===== config.mk =====
export PLATFORM = sky130hd
export DESIGN_NAME = uart_header_rx_flat
export DESIGN_NICKNAME = d
export VERILOG_FILES = /design/src/rtl/miner_pkg.sv /design/src/rtl/uart_header_rx_if.sv /design/src/rtl/gap_timer.sv /design/src/rtl/uart_header_rx.sv /design/src/flat_wrapper.sv
export SDC_FILE = /design/constraint.sdc
export NUM_CORES = 2
export LEC_CHECK = 0
export BUFFER_PORTS_ARGS = -buffer_cell sky130_fd_sc_hd__buf_2
export CAP_MARGIN = 15
export CORE_MARGIN = 2
export CORE_UTILIZATION = 50
export DETAILED_ROUTE_END_ITERATION = 10
export HOLD_SLACK_MARGIN = 0.1
export PLACE_DENSITY = 0.7
export SLEW_MARGIN = 20
export SYNTH_ARGS = -nofsm -noshare
export SYNTH_HDL_FRONTEND = slang
export SYNTH_SLANG_ARGS = --single-unit

===== constraint.sdc =====
create_clock -name clock -period 60.8 [get_ports clock]
set_input_delay 3.04 -clock clock [delete_from_list [all_inputs] [get_ports clock]]
set_output_delay 3.04 -clock clock [all_outputs]
set_load 0.01 [all_outputs]

===== src/rtl/miner_pkg.sv =====
// Shared constants and types for the miner's UART framing path.
// The header receiver and the nonce transmitter both import this package.
package miner_pkg;

    localparam int HEADER_BYTES = 80;
    localparam int HEADER_BITS  = HEADER_BYTES * 8;
    localparam int NONCE_BYTES  = 4;

    localparam int CLOCK_HZ = 50_000_000;
    // Longest idle gap allowed between two bytes of one frame: 20 ms of clock.
    localparam int TIMEOUT_CYCLES = CLOCK_HZ / 50;

    typedef enum logic [1:0] {
        IDLE     = 2'd0,
        RECV     = 2'd1,
        WAIT_CLR = 2'd2
    } hdr_rx_state_t;

endpackage


===== src/rtl/uart_header_rx_if.sv =====
// Byte handshake between the UART receiver (master) and the header framer (slave).
// The master presents data and a ready level; the slave answers with a clear request.
interface uart_header_rx_if;

    logic [7:0] rx_data;
    logic       rx_ready;
    logic       rdy_clr;

    modport master (
        output rx_data,
        output rx_ready,
        input  rdy_clr
    );

    modport slave (
        input  rx_data,
        input  rx_ready,
        output rdy_clr
    );

endinterface


===== src/rtl/gap_timer.sv =====
// Idle-gap counter: clears on clr, counts while en, saturates at LIMIT.
// expire flags the cycle whose edge brings the count up to LIMIT.
module gap_timer #(
    parameter int LIMIT = 1000
) (
    input  logic clock,
    input  logic reset,
    input  logic clr,
    input  logic en,
    output logic expire
);

    localparam int W = $clog2(LIMIT + 1);
    localparam logic [W-1:0] LIMIT_W  = W'(LIMIT);
    localparam logic [W-1:0] LIMIT_M1 = W'(LIMIT - 1);

    logic [W-1:0] count_reg;
    logic [W-1:0] count_next;

    always_comb begin
        count_next = count_reg;
        if (clr) begin
            count_next = '0;
        end else if (en && (count_reg != LIMIT_W)) begin
            count_next = count_reg + 1'b1;
        end
    end

    always_ff @(posedge clock or posedge reset) begin
        if (reset) begin
            count_reg <= '0;
        end else begin
            count_reg <= count_next;
        end
    end

    assign expire = en && !clr && (count_reg >= LIMIT_M1);

endmodule


===== src/rtl/uart_header_rx.sv =====
// Assembles HEADER_BYTES received UART bytes into one block header, first byte in the MSBs.
// Partial frames that stall longer than TIMEOUT_CYCLES are dropped with a frame_error pulse.
module uart_header_rx
    import miner_pkg::*;
#(
    parameter int HEADER_BYTES   = miner_pkg::HEADER_BYTES,
    parameter int TIMEOUT_CYCLES = miner_pkg::TIMEOUT_CYCLES
) (
    input  logic                        clock,
    input  logic                        reset,
    uart_header_rx_if.slave             rx,
    output logic [8*HEADER_BYTES-1:0]   header_data,
    output logic                        header_valid,
    output logic                        frame_error,
    output logic [6:0]                  byte_count,
    output logic                        busy
);

    localparam int HBITS = 8 * HEADER_BYTES;
    // The last byte goes straight into the header, so staging only holds the bytes before it.
    localparam int SBITS = 8 * (HEADER_BYTES - 1);
    localparam logic [6:0] LAST_INDEX = 7'(HEADER_BYTES - 1);

    hdr_rx_state_t    state_reg, state_next;
    logic [SBITS-1:0] staging_reg, staging_next;
    logic [HBITS-1:0] header_data_reg, header_data_next;
    logic [6:0]       byte_count_reg, byte_count_next;
    logic             header_valid_reg, header_valid_next;
    logic             frame_error_reg, frame_error_next;
    logic             rdy_clr_reg, rdy_clr_next;

    logic             capture;
    logic             last_byte;
    logic             timer_en;
    logic             timer_clr;
    logic             timer_expire;
    logic [SBITS-1:0] staging_shifted;

    assign staging_shifted[7:0] = rx.rx_data;
    for (genvar gi = 1; gi < HEADER_BYTES - 1; gi++) begin : g_lane
        assign staging_shifted[8*gi +: 8] = staging_reg[8*(gi-1) +: 8];
    end

    assign capture   = ((state_reg == IDLE) || (state_reg == RECV)) && rx.rx_ready;
    assign last_byte = (byte_count_reg == LAST_INDEX);
    assign timer_en  = (state_reg == RECV);
    assign timer_clr = capture || (state_reg != RECV);

    gap_timer #(
        .LIMIT (TIMEOUT_CYCLES)
    ) u_gap_timer (
        .clock  (clock),
        .reset  (reset),
        .clr    (timer_clr),
        .en     (timer_en),
        .expire (timer_expire)
    );

    always_comb begin
        state_next        = state_reg;
        staging_next      = staging_reg;
        header_data_next  = header_data_reg;
        byte_count_next   = byte_count_reg;
        header_valid_next = 1'b0;
        frame_error_next  = 1'b0;
        rdy_clr_next      = rdy_clr_reg;

        case (state_reg)
            IDLE, RECV: begin
                if (capture) begin
                    rdy_clr_next = 1'b1;
                    state_next   = WAIT_CLR;
                    if (last_byte) begin
                        header_data_next  = {staging_reg, rx.rx_data};
                        header_valid_next = 1'b1;
                        byte_count_next   = '0;
                        staging_next      = '0;
                    end else begin
                        staging_next    = staging_shifted;
                        byte_count_next = byte_count_reg + 7'd1;
                    end
                end else if (timer_expire) begin
                    frame_error_next = 1'b1;
                    byte_count_next  = '0;
                    staging_next     = '0;
                    state_next       = IDLE;
                end
            end
            WAIT_CLR: begin
                // Hold the clear request until the receiver has actually dropped ready.
                if (!rx.rx_ready) begin
                    rdy_clr_next = 1'b0;
                    state_next   = (byte_count_reg == 7'd0) ? IDLE : RECV;
                end
            end
            default: begin
                state_next = IDLE;
            end
        endcase
    end

    always_ff @(posedge clock or posedge reset) begin
        if (reset) begin
            state_reg        <= IDLE;
            staging_reg      <= '0;
            header_data_reg  <= '0;
            byte_count_reg   <= '0;
            header_valid_reg <= 1'b0;
            frame_error_reg  <= 1'b0;
            rdy_clr_reg      <= 1'b0;
        end else begin
            state_reg        <= state_next;
            staging_reg      <= staging_next;
            header_data_reg  <= header_data_next;
            byte_count_reg   <= byte_count_next;
            header_valid_reg <= header_valid_next;
            frame_error_reg  <= frame_error_next;
            rdy_clr_reg      <= rdy_clr_next;
        end
    end

    assign header_data  = header_data_reg;
    assign header_valid = header_valid_reg;
    assign frame_error  = frame_error_reg;
    assign byte_count   = byte_count_reg;
    assign busy         = (byte_count_reg != 7'd0);
    assign rx.rdy_clr   = rdy_clr_reg;

endmodule


===== src/flat_wrapper.sv =====
// flat-port wrapper written by rule: the top's interface ports become plain ports
module uart_header_rx_flat import miner_pkg::*;
#(
    parameter int HEADER_BYTES   = miner_pkg::HEADER_BYTES,
    parameter int TIMEOUT_CYCLES = miner_pkg::TIMEOUT_CYCLES
)
  (clock, reset, header_data, header_valid, frame_error, byte_count, busy, rx_rx_data, rx_rx_ready, rx_rdy_clr);
  uart_header_rx_if rx_i ();
  input  logic clock;
  input  logic reset;
  output logic [8*HEADER_BYTES-1:0] header_data;
  output logic header_valid;
  output logic frame_error;
  output logic [6:0] byte_count;
  output logic busy;
  input wire logic [$bits(rx_i.rx_data)-1:0] rx_rx_data;
  input wire logic [$bits(rx_i.rx_ready)-1:0] rx_rx_ready;
  output wire logic [$bits(rx_i.rdy_clr)-1:0] rx_rdy_clr;
  assign rx_i.rx_data = rx_rx_data;
  assign rx_i.rx_ready = rx_rx_ready;
  assign rx_rdy_clr = rx_i.rdy_clr;
  uart_header_rx #(.HEADER_BYTES(HEADER_BYTES), .TIMEOUT_CYCLES(TIMEOUT_CYCLES)) u_core (.clock(clock), .reset(reset), .rx(rx_i), .header_data(header_data), .header_valid(header_valid), .frame_error(frame_error), .byte_count(byte_count), .busy(busy));
endmodule

==> After elaboration in Yosys (flattened, before gate mapping) <==
Index checks and enable logic that the tools add are counted.
{ "word_totals": {"reg_bits": 1304, "word_cells": 59, "output_inout_bits": 651, "in_bits": 11} }
{ "classes": {"reduce_logical": 18, "order_cmp": 1, "eq_ne": 8, "mux": 22, "add_sub_neg": 2} }
{ "ops": {"columns": ["cell", "count"], "rows": [
  ["$mux 632", 3],
  ["$mux 20", 2],
  ["$mux 7", 3],
  ["$add 20x1->20 const B", 1],
  ["$ge 20x20->1 const B", 1],
  ["$ne 20x20->1 const B", 1],
  ["$mux 1", 9],
  ["$add 7x1->7 const B", 1],
  ["$eq 7x7->1 const B", 1],
  ["$logic_not 7->1", 1],
  ["$reduce_bool 7->1", 1],
  ["$mux 2", 3],
  ["$reduce_and 3->1", 2],
  ["$reduce_bool 2->1", 3],
  ["$logic_and 1x1->1", 4],
  ["$ne 2x1->1 const B", 2],
  ["$pmux 2 s2", 1],
  ["$reduce_and 2->1", 2],
  ["$ne 3x1->1 const B", 1],
  ["$eq 2x1->1 const B", 1],
  ["$eq 2x2->1 const B", 1],
  ["$logic_not 2->1", 1],
  ["$logic_or 1x1->1", 2],
  ["$ne 2x2->1 const B", 1],
  ["3 further kinds", 3]
]} }

==> Logic depth before layout (Yosys ltp) <==
{ "logic_depth": {"depth_word": 10, "mapped_depth": 8, "ltp_nobuf": 5} }

==> Cells and area by module <==
Synthesis repeated with hierarchy kept, for this count alone.
{ "unflattened": {"cells_unflattened": 2944, "area_unflattened_um2": 49551.3} }
{ "modules_own_cells": {"columns": ["mod", "area_each_um2", "cells_per_inst", "n_inst"], "rows": [
  ["uart_header_rx", 48377.6, 2822, 1],
  ["gap_timer", 1173.6, 122, 1]
]} }

==> Least setup slack after synthesis <==
No wires, ideal clock.
{ "synth_path": {"kind": "input to register", "startpoint": "input port rx_rx_ready", "endpoint": "register u_core.header_data_reg[10], in the netlist u_core.header_data[10]", "slack_ns": 56.285, "t_required_ns": 60.675, "cell_stages": 6, "arrival_ns": 4.391, "n_path_buf": 3, "cell_sequence": "nor2b_1 nand4_1 clkbuf_1 clkbuf_1 buf_2 mux2_2"} }
{ "synth_via": {"elab_chain_cells": 2} }
{ "synth_lines": {"columns": ["item", "line", "text"], "rows": [
  ["from (decl)", "flat_wrapper.sv:17", "input wire logic [$bits(rx_i.rx_ready)-1:0] rx_rx_ready;"],
  ["$logic_and 1x1->1", "uart_header_rx.sv:44", "assign capture = ((state_reg == IDLE) || (state_reg == RECV)) && rx.rx_ready;"],
  ["$reduce_and 3->1 (no line)", null, null],
  ["to (signal assigned)", "uart_header_rx.sv:114", "header_data_reg <= header_data_next;"],
  ["to (decl)", "uart_header_rx.sv:26", "logic [HBITS-1:0] header_data_reg, header_data_next;"]
]} }
Every way passes these cells.
A chain may end at the register's enable or synchronous reset.

==> Worst setup path in the final report <==
{ "layout_path": {"startpoint": "input port rx_rx_ready", "endpoint": "register u_core.staging_reg[106]"} }
{ "layout_via": {"elab_chain_cells": 7} }
{ "layout_lines": {"columns": ["item", "line", "text"], "rows": [
  ["$logic_and 1x1->1 (*)", "uart_header_rx.sv:44", null],
  ["$logic_or 1x1->1", "uart_header_rx.sv:47", "assign timer_clr = capture || (state_reg != RECV);"],
  ["$logic_not 1->1", "gap_timer.sv:37", "assign expire = en && !clr && (count_reg >= LIMIT_M1);"],
  ["$logic_and 1x1->1 (2 in series)", "gap_timer.sv:37", null],
  ["$reduce_bool 2->1 (no line)", null, null],
  ["$reduce_and 2->1 (no line)", null, null],
  ["to (signal assigned)", "uart_header_rx.sv:113", "staging_reg <= staging_next;"],
  ["to (decl)", "uart_header_rx.sv:25", "logic [SBITS-1:0] staging_reg, staging_next;"]
]} }
Every way passes the cells marked *; elsewhere a longest branch is shown, timed or not.

==> flow_metrics.tcl <==
set metrics [dict create \
    status "completed" \
    antenna_found_initial 0 \
    synthFlopType "dfrtp_1" \
    core-area_mm2 0.110 \
    synth-warning-count 0 \
    min_path_cells 1 \
    ys_seq_elements 1304 \
    nets 4871 \
    routabilityCongestion 0.825 \
    vias 35900 \
    cts_tree "yes" \
    p_leak_nw 32.9 \
    grtUsageMet2 0.375 \
    grt_pass1_vias 35400 \
    fin_skew_ps 27.1 \
    post_drt_wl_per_cell_um 21.7 \
    cts_resized 0 \
    synth-edff-count 0 \
    fp-row-count 122 \
    ys_types 42 \
    ys_seq_area_frac 0.589 \
    grt_pass1_wl_mm 216 \
    postSynthAreaPerCell_um2 12.7 \
    timing.final.crit_share 0.133 \
    place.port_buffers 661 \
    max_slew_margin 0.171 \
    synth_nets 4376 \
    rr_worst_depth 9 \
    die-area_mm2 0.113 \
    tightestPinTransition_ps 1240 \
    worstSetupStartpoint "rx_rx_ready" \
    grt_util_met3 0.0545 \
    worstPathMaxFanout 61 \
    syn2layout_area_growth_pct 15.1 \
    tns_ps 0 \
    startpoint_type "primary input" \
    initial_core_util 0.503 \
    clock-sinks 1304 \
    endpoint_kind "flip-flop" \
    fmax_mhz 124 \
    final_common_cell "dfrtp_1" \
    hold_viol_final 0 \
    fp.dieW_um 337 \
    clk_pin_slew_ps 60 \
    ant_nets 0 \
    largest_register_ffs 640 \
    cap_viol_max_count 0 \
    placed_area_mm2 0.0591 \
    grt_max_degree 216 \
    hold_slack_ps 489 \
    cts_root_buffer "clkbuf_16" \
    final_core_util 0.579 \
    cts_hold_buf 0 \
    clk_latency_ps 730 \
    synth_cells 4361 \
    wl_mm 140 \
    min_from "u_core.staging_reg[625]" \
    grt_busiest_layer "met2" \
    rsz0062_at_grt "no" \
    crit_type "in2reg" \
    finalPower_mw 1.90 \
    drv_slew 0 \
    crit_required_ps 61360 \
    setup_violations 0 \
    post_cts_buffers 0 \
    clk_path_buf_depth 3 \
    async_flop_share 1.00 \
    reg2reg_from "u_core.u_gap_timer.count_reg[12]" \
    ir_drop_mv 0.0217 \
    hold_class "reg2reg" \
    met1_usage 0.338 \
    post-dp-hpwl_mm 88.4 \
    timing.final.crit_period_ps 8080 \
    die_y_um 337 \
    drive_gt1_frac 0.440 \
    drt_pass1_iterations 5 \
    overflow 0 \
    vias_per_cell 5.57 \
    drcViolationCount 0 \
    dr.first_iter.drc_count 2860 \
    crit_arrival_ps 8640 \
    cts_buffers 139 \
    h-tree-depth 4 \
    syn-cell-area_mm2 0.0554 \
    grt_usage 0.243 \
    layout_common_cells "1304 x dfrtp_1, 1283 x nand2_1, 661 x buf_2" \
    design_area_mm2 0.0638 \
    io_pins 662 \
    pwr_density_cell_mw_per_mm2 29.8 \
]
-- layer usage --
metal	vias to the layer above	part of all wire
met5	-	0
met4	0	0.035
met3	239	0.060
met2	938	0.47
met1	18700	0.44
li1	16100	-
-- kinds of logic (layout without fill, tap and decap cells) --
| kind of cell | count (synthesis) | count (layout) | share of synthesized area |
|---|---|---|---|
| and+or+nand+nor | 1358 | 1358 | 0.0949 |
| DFF | 1304 | 1304 | 0.589 |
| AOI/OAI and AO/OA | 675 | 675 | 0.146 |
| muxes | 640 | 640 | 0.130 |
| buffers and inverters | 371 | 975 | 0.0377 |
| xor gates and xnor gates | 9 | 9 | 0.00142 |
| adders and majority gates | 4 | 4 | 0.000903 |
| other | 0 | 3 | 0 |
-- power by group --
group / switching, mW / internal (mW)
clock: 0.346 / 0.513
sequential: 0.0367 / 0.901
combinational: 0.0731 / 0.0331
-- area by class of cell --
class | count | area [um^2]
flip-flops and latches | 1304 | 32600
diodes | 3 | 7.51
inverters | 10 | 45.0
well taps | 1488 | 1860
clock inverters | 30 | 379
repair buffers | 715 | 3850
clock buffers | 220 | 4280
multi-input cells | 2686 | 20700
fillers | 9057 | 46400
-- through the flow --
step                std cells  setup slack [ps]
floorplan                4361             21000
global placement         6202             52120
detailed placement       6202             52140
CTS                      6452             52920
global route             6453             52560
finish                   6456             52720
-- synthesized netlist by cell type (6+ instances only) --
master / n / share of area
a21oi_1: 13 / 0.0012
inv_1: 10 / 0.00068
o21ai_0: 8 / 0.00072
o31ai_1: 31 / 0.0042
dfrtp_1: 1304 / 0.59
nand3_1: 14 / 0.0013
clkbuf_1: 170 / 0.012
mux2_2: 640 / 0.13
nand2_1: 1283 / 0.087
buf_6: 64 / 0.013
nand4_1: 8 / 0.00090
nor2_1: 13 / 0.00088
xor2_1: 6 / 0.00095
buf_8: 6 / 0.0016
buf_2: 119 / 0.011
o31ai_2: 610 / 0.14
or3_1: 8 / 0.00090
-- worst paths after layout --
check	end	slack (ps)
hold / removal	u_core.header_data[633]	490
hold reg to reg	u_core.header_data[633]	490
setup / recovery	u_core.staging_reg[106]	52720
min in group asynchronous	u_core.header_data[599]	2470
setup reg to reg	u_core.staging_reg[106]	54400
max in group asynchronous	u_core.header_data[386]	54400
-- critical path, cell delays in order --
cell and delay (ps):
buf_2 150, nor3b_1 350, nand4_1 200, nor2_4 160, buf_4 720, buf_4 890
buf_4 900, buf_4 930, buf_4 840, o31ai_2 130
Note: power is estimated with default switching activity, not from simulation.
